$ cat config.mk
export PLATFORM = sky130hd
export DESIGN_NAME = usb_token_decoder
export DESIGN_NICKNAME = d
export VERILOG_FILES = /design/src/rtl/usb_token_decoder.sv
export SDC_FILE = /design/constraint.sdc
export NUM_CORES = 1
export LEC_CHECK = 0
export ABC_AREA = 1
export CELL_PAD_IN_SITES_DETAIL_PLACEMENT = 0
export CELL_PAD_IN_SITES_GLOBAL_PLACEMENT = 1
export CORE_MARGIN = 4
export CORE_UTILIZATION = 49
export CTS_BUF_LIST = sky130_fd_sc_hd__clkbuf_2
export CTS_CLUSTER_DIAMETER = 200
export DETAILED_ROUTE_END_ITERATION = 8
export DONT_BUFFER_PORTS = 1
export PLACE_DENSITY = 0.9
export SYNTH_ARGS = -nofsm -noshare
export SYNTH_HDL_FRONTEND = slang
export SYNTH_SLANG_ARGS = --single-unit
$ cat constraint.sdc
create_clock -name clk -period 1.7 [get_ports clk]
set_input_delay 0.085 -clock clk [delete_from_list [all_inputs] [get_ports clk]]
set_output_delay 0.085 -clock clk [all_outputs]
set_load 0.05 [all_outputs]
$ cat src/rtl/usb_token_decoder.sv
// USB token packet decoder: takes NRZI-decoded, unstuffed bits after SYNC and checks the PID and CRC5.
// When a token is good it loads the PID, address and endpoint. Any other packet gives one error pulse.
module usb_token_decoder (
  input  logic       clk,
  input  logic       n_rst,
  input  logic       sync_detected,
  input  logic       bit_valid,
  input  logic       d_bit,
  input  logic       eop,
  output logic [3:0] rx_pid,
  output logic [6:0] rx_addr,
  output logic [3:0] rx_endp,
  output logic       token_valid,
  output logic       token_error,
  output logic       busy
);

  typedef enum logic [2:0] {StIdle, StRxPid, StRxBody, StWaitEop, StIgnore} state_e;

  localparam logic [4:0] CrcPreset   = 5'b11111;
  localparam logic [4:0] CrcPoly     = 5'b00101;
  localparam logic [4:0] CrcResidual = 5'b01100;

  state_e      state_q;
  logic [3:0]  bit_cnt_q;
  logic [7:0]  pid_sr_q;
  logic [10:0] body_sr_q;
  logic [4:0]  crc_q;

  logic [7:0]  pid_next;
  logic [4:0]  crc_next;
  logic        pid_ok;

  always_comb begin
    pid_next = {d_bit, pid_sr_q[7:1]};
    crc_next = {crc_q[3:0], 1'b0} ^ ((crc_q[4] ^ d_bit) ? CrcPoly : 5'b00000);
    pid_ok   = (pid_next[7:4] == ~pid_next[3:0]) &&
               ((pid_next[3:0] == 4'b0001) || (pid_next[3:0] == 4'b1001) ||
                (pid_next[3:0] == 4'b1101));
  end

  assign busy = (state_q != StIdle);

  always_ff @(posedge clk or negedge n_rst) begin
    if (!n_rst) begin
      state_q     <= StIdle;
      bit_cnt_q   <= 4'd0;
      pid_sr_q    <= 8'd0;
      body_sr_q   <= 11'd0;
      crc_q       <= CrcPreset;
      rx_pid      <= 4'd0;
      rx_addr     <= 7'd0;
      rx_endp     <= 4'd0;
      token_valid <= 1'b0;
      token_error <= 1'b0;
    end else begin
      token_valid <= 1'b0;
      token_error <= 1'b0;
      // A new SYNC silently abandons whatever packet was in progress.
      if (sync_detected) begin
        state_q   <= StRxPid;
        bit_cnt_q <= 4'd0;
        crc_q     <= CrcPreset;
      end else begin
        unique case (state_q)
          StIdle: ;
          StRxPid: begin
            if (eop) begin
              token_error <= 1'b1;
              state_q     <= StIdle;
            end else if (bit_valid) begin
              pid_sr_q <= pid_next;
              if (bit_cnt_q == 4'd7) begin
                bit_cnt_q <= 4'd0;
                state_q   <= pid_ok ? StRxBody : StIgnore;
              end else begin
                bit_cnt_q <= bit_cnt_q + 4'd1;
              end
            end
          end
          StRxBody: begin
            if (eop) begin
              token_error <= 1'b1;
              state_q     <= StIdle;
            end else if (bit_valid) begin
              crc_q <= crc_next;
              // Only addr and endp are kept; the CRC bits are checked through crc_q.
              if (bit_cnt_q < 4'd11) body_sr_q[bit_cnt_q] <= d_bit;
              if (bit_cnt_q == 4'd15) begin
                bit_cnt_q <= 4'd0;
                state_q   <= StWaitEop;
              end else begin
                bit_cnt_q <= bit_cnt_q + 4'd1;
              end
            end
          end
          StWaitEop: begin
            if (eop) begin
              if (crc_q == CrcResidual) begin
                token_valid <= 1'b1;
                rx_pid      <= pid_sr_q[3:0];
                rx_addr     <= body_sr_q[6:0];
                rx_endp     <= body_sr_q[10:7];
              end else begin
                token_error <= 1'b1;
              end
              state_q <= StIdle;
            end else if (bit_valid) begin
              state_q <= StIgnore;
            end
          end
          StIgnore: begin
            if (eop) begin
              token_error <= 1'b1;
              state_q     <= StIdle;
            end
          end
          default: state_q <= StIdle;
        endcase
      end
    end
  end

endmodule

[Yosys cells after proc, flatten, opt, wreduce, memory -nomap -nowiden]
Index checks and enable logic that the tools add are counted.
Cells by class
  $add $sub $neg: 1
  $mul: 0
  div/mod/pow operators: 0
  magnitude comparators: 3
  eq/ne operators: 23
  shift-type cells: 0
  muxes and demuxes: 37
  bitwise operators: 5
  reductions and logical operators: 16
Operators with widths (number)
  3-bit two-way mux: 12
  4-bit two-way mux: 7
  5-bit two-way mux: 4
  4-bit inequality test (second input constant): 5
  3-bit inequality test (second input constant): 5
  3-bit one-hot mux with 5 select lines: 1
  4-bit equality test (second input constant): 3
  11-bit bitwise mux: 1
  5-bit AND reduction: 2
  1-bit two-way mux: 9
  4-bit one-hot mux with 2 select lines: 1
  4-bit AND reduction: 2
  7-bit AND reduction: 1
  3-bit by 2-bit equality test with 1-bit output (second input constant): 2
  3-bit nonzero test: 2
  5-bit by 4-bit equality test with 1-bit output (second input constant): 1
  4-bit by 5-bit less-than comparator with 1-bit output (second input constant): 1
  5-bit by 3-bit bitwise XOR with 5-bit output: 1
  4-bit by 1-bit adder with 4-bit output (second input constant): 1
  1-bit demux with 4-bit select: 1
  4-bit by 1-bit equality test with 1-bit output (second input constant): 1
  4-bit by 3-bit equality test with 1-bit output (second input constant): 1
  4-bit equality test: 1
  4-bit by 1-bit >= comparator with 1-bit output (second input constant): 1
  other kinds (14): 19
Word-level totals
  flip-flop bits (word level): 48
  bits in latches: 0
  bits in writable memories: 0
  bits in read-only memories: 0
  input bits: 6
  output and inout bits: 18
  memories: 0

[Logic depth before layout (Yosys ltp)]
Gate-level depths: netlist of the first run.
  word-level depth: 10
  depth in mapped cells: 9
  mapped depth without buffers: 9

[Worst setup path after synthesis of the first run]
Ideal clock, no wire load.
  path kind: register to register
  start point: register bit_cnt_q[0]
  end point: register body_sr_q[0]
  library setup time: 0.123 ns
  data arrival time: 1.317 ns
  path slack: 0.259 ns
  cell stages (with the launch flop): 8
  path buffers: 1
  cells stage by stage: dfrtp_1 -> ha_1 -> o21ai_0 -> and3_1 -> buf_6 -> nand3_1 -> nand2_1 -> o21ai_1
On the way
  longest elaborated chain between the ends: 5
RTL lines
  start: declaration: RTL line 25  | logic [3:0] bit_cnt_q;
  start signal: assignment: RTL line 77  | bit_cnt_q <= bit_cnt_q + 4'd1;
  start signal: assignment: RTL line 93  | bit_cnt_q <= bit_cnt_q + 4'd1;
  4-bit by 5-bit less-than comparator with 1-bit output (not written as such) or 4-bit by 1-bit >= comparator with 1-bit output (tied branches): RTL line 88  | if (bit_cnt_q < 4'd11) body_sr_q[bit_cnt_q] <= d_bit;
  1-bit logical AND (not written as such): RTL line 88
  1-bit two-way mux (not written as such): RTL line 88
  1-bit demux with 4-bit select: RTL line 88
  11-bit bitwise mux: RTL line 88
  end signal: indexed assignment: RTL line 88
  end: declaration: RTL line 27  | logic [10:0] body_sr_q;
Several ways; a longest one is shown, not always the timed one.
A chain may end at the register's enable or synchronous reset.

[Final worst setup path of the first run]
  start point: register bit_cnt_q[0]
  end point: register body_sr_q[10]
The elaborated chain is that of the path after synthesis.

==> summary.md, run 1 <==
| Metric | Value |
|---|---|
| Syn Nets | `just under 300` |
| CTS Sinks | `48` |
| Top FF cell, synth | `dfrtp_1` |
| I/O Buffers | `0` |
| H-tree Lvls | `2` |
| Synthesized area | `roughly 0.0023 sq mm` |
| Congestion Overflow GR | `0` |
| Synth-to-Final Area Change | `5.75%` |
| Relative slew slack | `between 60 and 70%` |
| Clock latency on the worst-skew pair | `approximately 0.4 ns` |
| Flop2flop setup slack | `approximately 0.16 ns` |
| Fmax | `between 600 and 700 MHz` |
| Critical R2R Capture | `body_sr_q[10]` |
| CTS tree | `yes` |
| YS warnings | `0` |
| Fraction of the cycle the final worst path needs | `roughly nine tenths` |
| Vias in the first global route | `around 1800` |
| Number of core rows | `24` |
| Most common cell in the synthesized netlist | `nand2_1` |
| Placed Cells | `roughly 330` |
| Worst EP required | `roughly 2.0 ns` |
| Worst r2r src | `bit_cnt_q[0]` |
| Root buffer cell | `clkbuf_2` |
| DIE WIDTH | `approximately 77 microns` |
| Max-slew violation count | `0` |
| GRT Total Usage | `between 15 and 20%` |
| Post-synth top area share | `45.8%` |
| Worst-path clk slew | `0.22 ns` |
| Top cells by count, synth | `97 x nand2_1, 43 x dfrtp_1, 25 x nand3_1, 25 x o21ai_0, 23 x nor2_1` |
| Final hold viol count | `0` |
| Setup TNS | `0 ns` |
| Max rail drop VDD | `between 0.3 and 0.4 mV` |
| Worst slack, placed | `~0.066 ns` |
| Initial DRC count | `between 100 and 150` |
| Depth of the worst hold-timing path | `6` |
| Wire length on met1 | `between 2 and 2.5 mm` |
| CP Capture Type | `flip-flop` |
| # diodes | `0` |
| Via count | `~1800` |
| Final setup vio count | `0` |
| Final min period | `1.54 ns` |
| Critical path capture point | `body_sr_q[10]` |
| Inserted Clock Buffers | `5` |
| Worst-case clock buffer depth | `2` |
| # fillers | `between 400 and 500` |
| Asr flop ratio synth | `100%` |
| CP startpoint | `bit_cnt_q[0]` |
| Highest Signal Layer | `met4` |
| DR DRC count | `0` |
| Top post-synthesis cells by area | `dfrtp_1 46%, nand2_1 15%, dfstp_2 5.6%` |
| Max Fanout on Critical Path | `7` |
| Largest net degree at the start of global routing | `between 40 and 50` |
| Initial antenna violation count | `0` |
| Layout cells sized above 1 | `between 10% and 20%` |
| Max cap viols | `0` |
| EDFF count, synth | `0` |
| Met3 routed WL | `about 170 microns` |
| Worst setup path class | `reg2reg` |
| Register area share after synthesis | `51.4%` |
| WL met2 | `2.03 mm` |
| Class of the worst hold path | `in2reg` |
| Leakage | `roughly 1.2 nW` |
| Finished Layout Cells | `around 350` |
| HPWL Detailed | `about 3.2 mm` |
| DRT Pass-1 Iters | `4` |
| Synth unique cells | `31` |
| Final Util | `~55%` |
| Crit path launch type | `flip-flop` |
| CORE AREA | `roughly 0.0045 sq mm` |
| Initial Util | `52.2%` |
| GP Congestion | `0.827` |
| Clock power frac | `between 15 and 20%` |
| Nets | `approximately 310` |
| Comb power frac | `between 20 and 25%` |
| Yosys top cell by area | `dfrtp_1` |
| Cells after synthesis | `approximately 290` |
| IO Pins | `24` |
| Power Total | `0.00250 W` |
| R2R depth | `6` |
| CP arrival | `1.83 ns` |
| Sequential share of power | `a little under three fifths` |
| DR WL/cell | `roughly 13 microns` |
| Power per cell area | `1000 mW/mm^2` |
| Cell-internal power | `~0.0016 W` |
| Buffer count from post-CTS setup fixing | `0` |
| First-pass GRT wire length | `around 8.2 mm` |
| Register bit total from synthesis | `48` |
| Slew @ Worst Pin | `between 0.4 and 0.5 ns` |
| Syn_area_per_cell | `between 8 and 9 sq um` |
| Status | `completed` |
| DIE AREA | `just under 0.006 sq mm` |
| Skew final | `0.0239 ns` |
| Sw Ratio | `35.4%` |
| Vias per cell | `5.22` |
| Antenna-violating nets left | `0` |
| Psw | `0.000883 W` |
| Final worst slack | `0.163 ns` |
| Wirelength, routed | `4.52 mm` |
| Die height | `77.3 microns` |
-- state kept, by name, indices dropped and copies added, names as in the netlist --
name / count
bit_cnt_q: 4
body_sr_q: 11
crc_q: 5
pid_sr_q: 8
rx_addr: 7
rx_endp: 4
rx_pid: 4
state_q: 3
token_error: 1
token_valid: 1
-- cell families (layout without fill, tap and decap cells) --
kind of cell / Yosys count / count (layout) / synth area share, %
compound gates: 42 / 42 / 9.37
xor+xnor: 2 / 2 / 0.746
fa+ha+maj: 4 / 4 / 2.13
buf+inv: 33 / 40 / 7.24
flops: 48 / 48 / 51.4
simple gates: 159 / 159 / 29.1
-- timing repair --
item	4_1_cts	5_1_grt
hold buffers	6	0
setup endpoints to repair	0	19
hold endpoints to repair	72	0
gates resized for setup	0	6
-- metal layers --
metal | global-route usage [%] | vias to the layer above
met3 | 3.98 | 7
met4 | 4.80 | 0
met2 | 27.4 | 35
met5 | 0 | -
li1 | - | 938
met1 | 22.4 | 833
-- metrics by stage --
step | cell area (sq um) | hold WS [ns]
floorplan | 2350 | -0.211
global placement | 2360 | -0.209
detailed placement | 2360 | -0.209
CTS | 2470 | 0.0664
global route | 2480 | 0.105
finish | 2480 | 0.115
-- final cells by class --
| class | count | area [sq um] | area share (%) |
|---|---|---|---|
| clock buffer | 6 | 30.0 | 1.21 |
| clock inverter | 1 | 5.00 | 0.201 |
| inverter | 25 | 100 | 4.03 |
| multi-input combinational | 207 | 983 | 39.6 |
| sequential | 48 | 1210 | 48.6 |
| timing repair buffer | 8 | 92.6 | 3.73 |
| tap | 52 | 65.1 | 2.62 |
-- power groups by stage --
stage	sequential [W]	clock [W]	combinational (W)
floorplan	0.00142	0	0.000467
global placement	0.00145	0	0.000564
detailed placement	0.00146	0	0.000571
CTS	0.00143	0.000469	0.000623
global route	0.00146	0.000517	0.000723
finish	0.00144	0.000440	0.000621
-- critical path: stages (launching register included) --
cell and delay, ns:
dfrtp_2 0.49, ha_1 0.27, o21ai_1 0.16, and3_2 0.27, nand3_1 0.11, nand2_1 0.07
o21ai_1 0.05
-- worst min-delay path by stage --
| stage | start | endpoint | slack (ns) |
|---|---|---|---|
| 6_report | d_bit | state_q[1] | 0.11 |
| 5_1_grt | n_rst | token_error | 0.11 |
| 2_1_floorplan | n_rst | bit_cnt_q[0] | -0.21 |
| 3_5_place_dp | n_rst | pid_sr_q[1] | -0.21 |
| 4_1_cts | sync_detected | token_valid | 0.07 |
| 3_3_place_gp | n_rst | rx_pid[2] | -0.21 |
-- layout by cell type (no fill, tap or decap), types with 2 or more instances in the layout --
cell type and instances:
a21oi_1 5, buf_4 2, clkbuf_2 6, dfrtp_1 42
dfstp_2 5, dlygate4sd3_1 5, ha_1 4, inv_1 20
inv_2 3, nand2_1 97, nand3_1 25, nand3_2 2
nor2_1 23, nor2_2 2, nor2_4 2, nor3_2 2
o21ai_0 24, o21ai_1 9, o31ai_1 2, xnor2_1 2
No activity file was read; power rests on OpenSTA's default activity.
==> inputs of run 2 (changes only) <==
CORE_ASPECT_RATIO = 0.9   (was default)
GPL_TIMING_DRIVEN = 0   (was default)
==> summary.md, run 2 (same netlist as run 1, synthesis figures left out) <==
| Metric | Value |
|---|---|
| Status | `completed` |
| DIE AREA | `about 0.0060 sq mm` |
| Fmax | `640 MHz` |
| Depth of the worst hold-timing path | `6` |
| # diodes | `0` |
| Final min period | `about 1.6 ns` |
| DRT Pass-1 Iters | `4` |
| CP Capture Type | `flip-flop` |
| Critical R2R Capture | `rx_addr[4]` |
| Leakage | `around 1.3 nW` |
| Clock power frac | `a little under a quarter` |
| Largest register FFs | `11` |
| Initial DRC count | `between 90 and 100` |
| Worst Min Path Start | `d_bit` |
| IO Pins | `24` |
| Max cap viols | `0` |
| Setup TNS | `0 ns` |
| Worst setup path class | `reg2reg` |
| Max Fanout on Critical Path | `10` |
| CORE AREA | `about 0.0045 sq mm` |
| Initial Util | `~52%` |
| Fraction of the cycle the final worst path needs | `91.9%` |
| DR WL/cell | `12.3 microns` |
| Antenna-violating nets left | `0` |
| Sequential share of power | `52.7%` |
| Psw | `about 0.00091 W` |
| Clock latency on the worst-skew pair | `roughly 0.42 ns` |
| Vias per cell | `just under 5` |
| CTS tree | `yes` |
| DIE WIDTH | `about 81 microns` |
| Worst-case clock buffer depth | `2` |
| Hold WS | `slightly below 0.09 ns` |
| Most frequent cells in the layout | `97 x nand2_1, 41 x dfrtp_1, 25 x nand3_1` |
| Hold Path Sink | `state_q[1]` |
| Relative slew slack | `between 60 and 70%` |
| CTS Sinks | `48` |
| Sw Ratio | `~34%` |
| Wirelength, routed | `approximately 4.5 mm` |
| Vias in the first global route | `roughly 1800` |
| GP Congestion | `approximately 0.88` |
| Synth-to-Final Area Change | `10.5%` |
| Layout cells sized above 1 | `about an eighth` |
| Biggest register | `body_sr_q` |
| Final Cell Area | `around 0.0026 sq mm` |
| Worst EP required | `about 2 ns` |
| Commonest non-fill, non-tap cell in the layout | `nand2_1` |
| Max-slew violation count | `0` |
| Congestion Overflow GR | `0` |
| Via count | `1817` |
| Worst-path clk slew | `between 0.2 and 0.25 ns` |
| Initial antenna violation count | `0` |
| HPWL Detailed | `about 3.2 mm` |
| DR DRC count | `0` |
| Crit path launch type | `flip-flop` |
| Class of the worst hold path | `in2reg` |
| GRT Total Usage | `between 10% and 20%` |
| Cell-internal power | `between 0.0015 and 0.002 W` |
| Nets | `314` |
| First-pass GRT wire length | `approximately 8.0 mm` |
| Final hold viol count | `0` |
| Worst r2r src | `crc_q[2]` |
| CP arrival | `1.91 ns` |
| Max rail drop VDD | `0.609 mV` |
| Root buffer cell | `clkbuf_2` |
| Skew final | `between 0.02 and 0.025 ns` |
| Slew @ Worst Pin | `a little under 0.5 ns` |
| Inserted Clock Buffers | `5` |
| R2R depth | `7` |
| Number of core rows | `23` |
| RSZ-0062 raised after global routing | `false` |
| Biggest regs | `body_sr_q x11, pid_sr_q x8, rx_addr x7` |
| Final setup vio count | `0` |
| Largest net degree at the start of global routing | `just under 50` |
| Comb power frac | `24.6%` |
| Power per cell area | `roughly 1000 mW/mm^2` |
| Die height | `roughly 74 microns` |
| H-tree Lvls | `2` |
| Flop2flop setup slack | `0.14 ns` |
| Placed Area | `~0.0024 sq mm` |
| I/O Buffers | `0` |
==> run 2: changes by cell type in the layout (fill, tap and decap cells not counted), sizes merged <==
| cell | before | now |
|---|---|---|
| bufinv | 0 | 1 |
| clkinvlp | 1 | 0 |
| inv | 24 | 25 |
| buf | 3 | 12 |
| clkbuf | 6 | 5 |
| clkinv | 1 | 2 |
==> run 2: per-layer routing <==
metal / vias up / GRT usage, % / routed length (microns) / part of all wire, %
li1: 951 / - / - / -
met1: 824 / 22.8 / 2260 / 50
met2: 35 / 27.4 / 1980 / 44
met3: 7 / 4.41 / 216 / 4.8
met4: 0 / 6.38 / 61 / 1.4
met5: - / 0 / 0 / 0
==> run 2: how the worst max path moves through the flow <==
stage	start	to	slack, ns	cells after the start
floorplan	bit_cnt_q[0]	body_sr_q[0]	0.26	7
global placement	bit_cnt_q[0]	body_sr_q[9]	0.11	7
detailed placement	bit_cnt_q[0]	body_sr_q[9]	0.11	7
CTS	bit_cnt_q[0]	body_sr_q[9]	0.07	7
global route	bit_cnt_q[0]	bit_cnt_q[0]	0.02	6
finish	crc_q[2]	rx_addr[4]	0.14	7
==> run 2: area by class of cell <==
class / count / area [sq um]
fillers: 434 / 1950
repair buffers: 9 / 100
clock inverters: 3 / 42.5
plain buffers: 8 / 73.8
multi-input cells: 207 / 972
inverters: 25 / 96.3
clock buffers: 5 / 25.0
well taps: 62 / 77.6
flip-flops and latches: 48 / 1210
==> run 2: power by group through the flow <==
| stage | logic (W) | registers, W | clock network [W] |
|---|---|---|---|
| CTS | 0.000612 | 0.00143 | 0.000627 |
| finish | 0.000667 | 0.00143 | 0.000615 |
| detailed placement | 0.000565 | 0.00145 | 0 |
| global route | 0.000783 | 0.00145 | 0.000680 |
| floorplan | 0.000467 | 0.00142 | 0 |
| global placement | 0.000561 | 0.00145 | 0 |
==> run 2: worst max-delay path, cell delays in order (launching register included) <==
cell	delay, ns
dfstp_2	0.59
nand2_1	0.06
nor3_1	0.24
nand4_2	0.18
buf_6	0.19
buf_8	0.13
nand2_1	0.06
nand2_1	0.06
==> run 2: metrics by stage <==
step / utilization, % / setup WS [ns] / total power (W) / cells
4_1_cts: 56.6 / 0.0742 / 0.00267 / 364
5_1_grt: 57.1 / 0.0245 / 0.00291 / 367
6_report: 57.1 / 0.137 / 0.00271 / 367
2_1_floorplan: - / 0.259 / 0.00189 / 288
3_5_place_dp: 53.4 / 0.112 / 0.00202 / 350
3_3_place_gp: 53.4 / 0.112 / 0.00201 / 350
==> run 2: what timing repair did <==
item	4_1_cts	5_1_grt
setup endpoints to repair	0	11
hold buffers	6	0
resized for setup	0	3
setup buffers	0	3
endpoints found under the hold margin	70	0
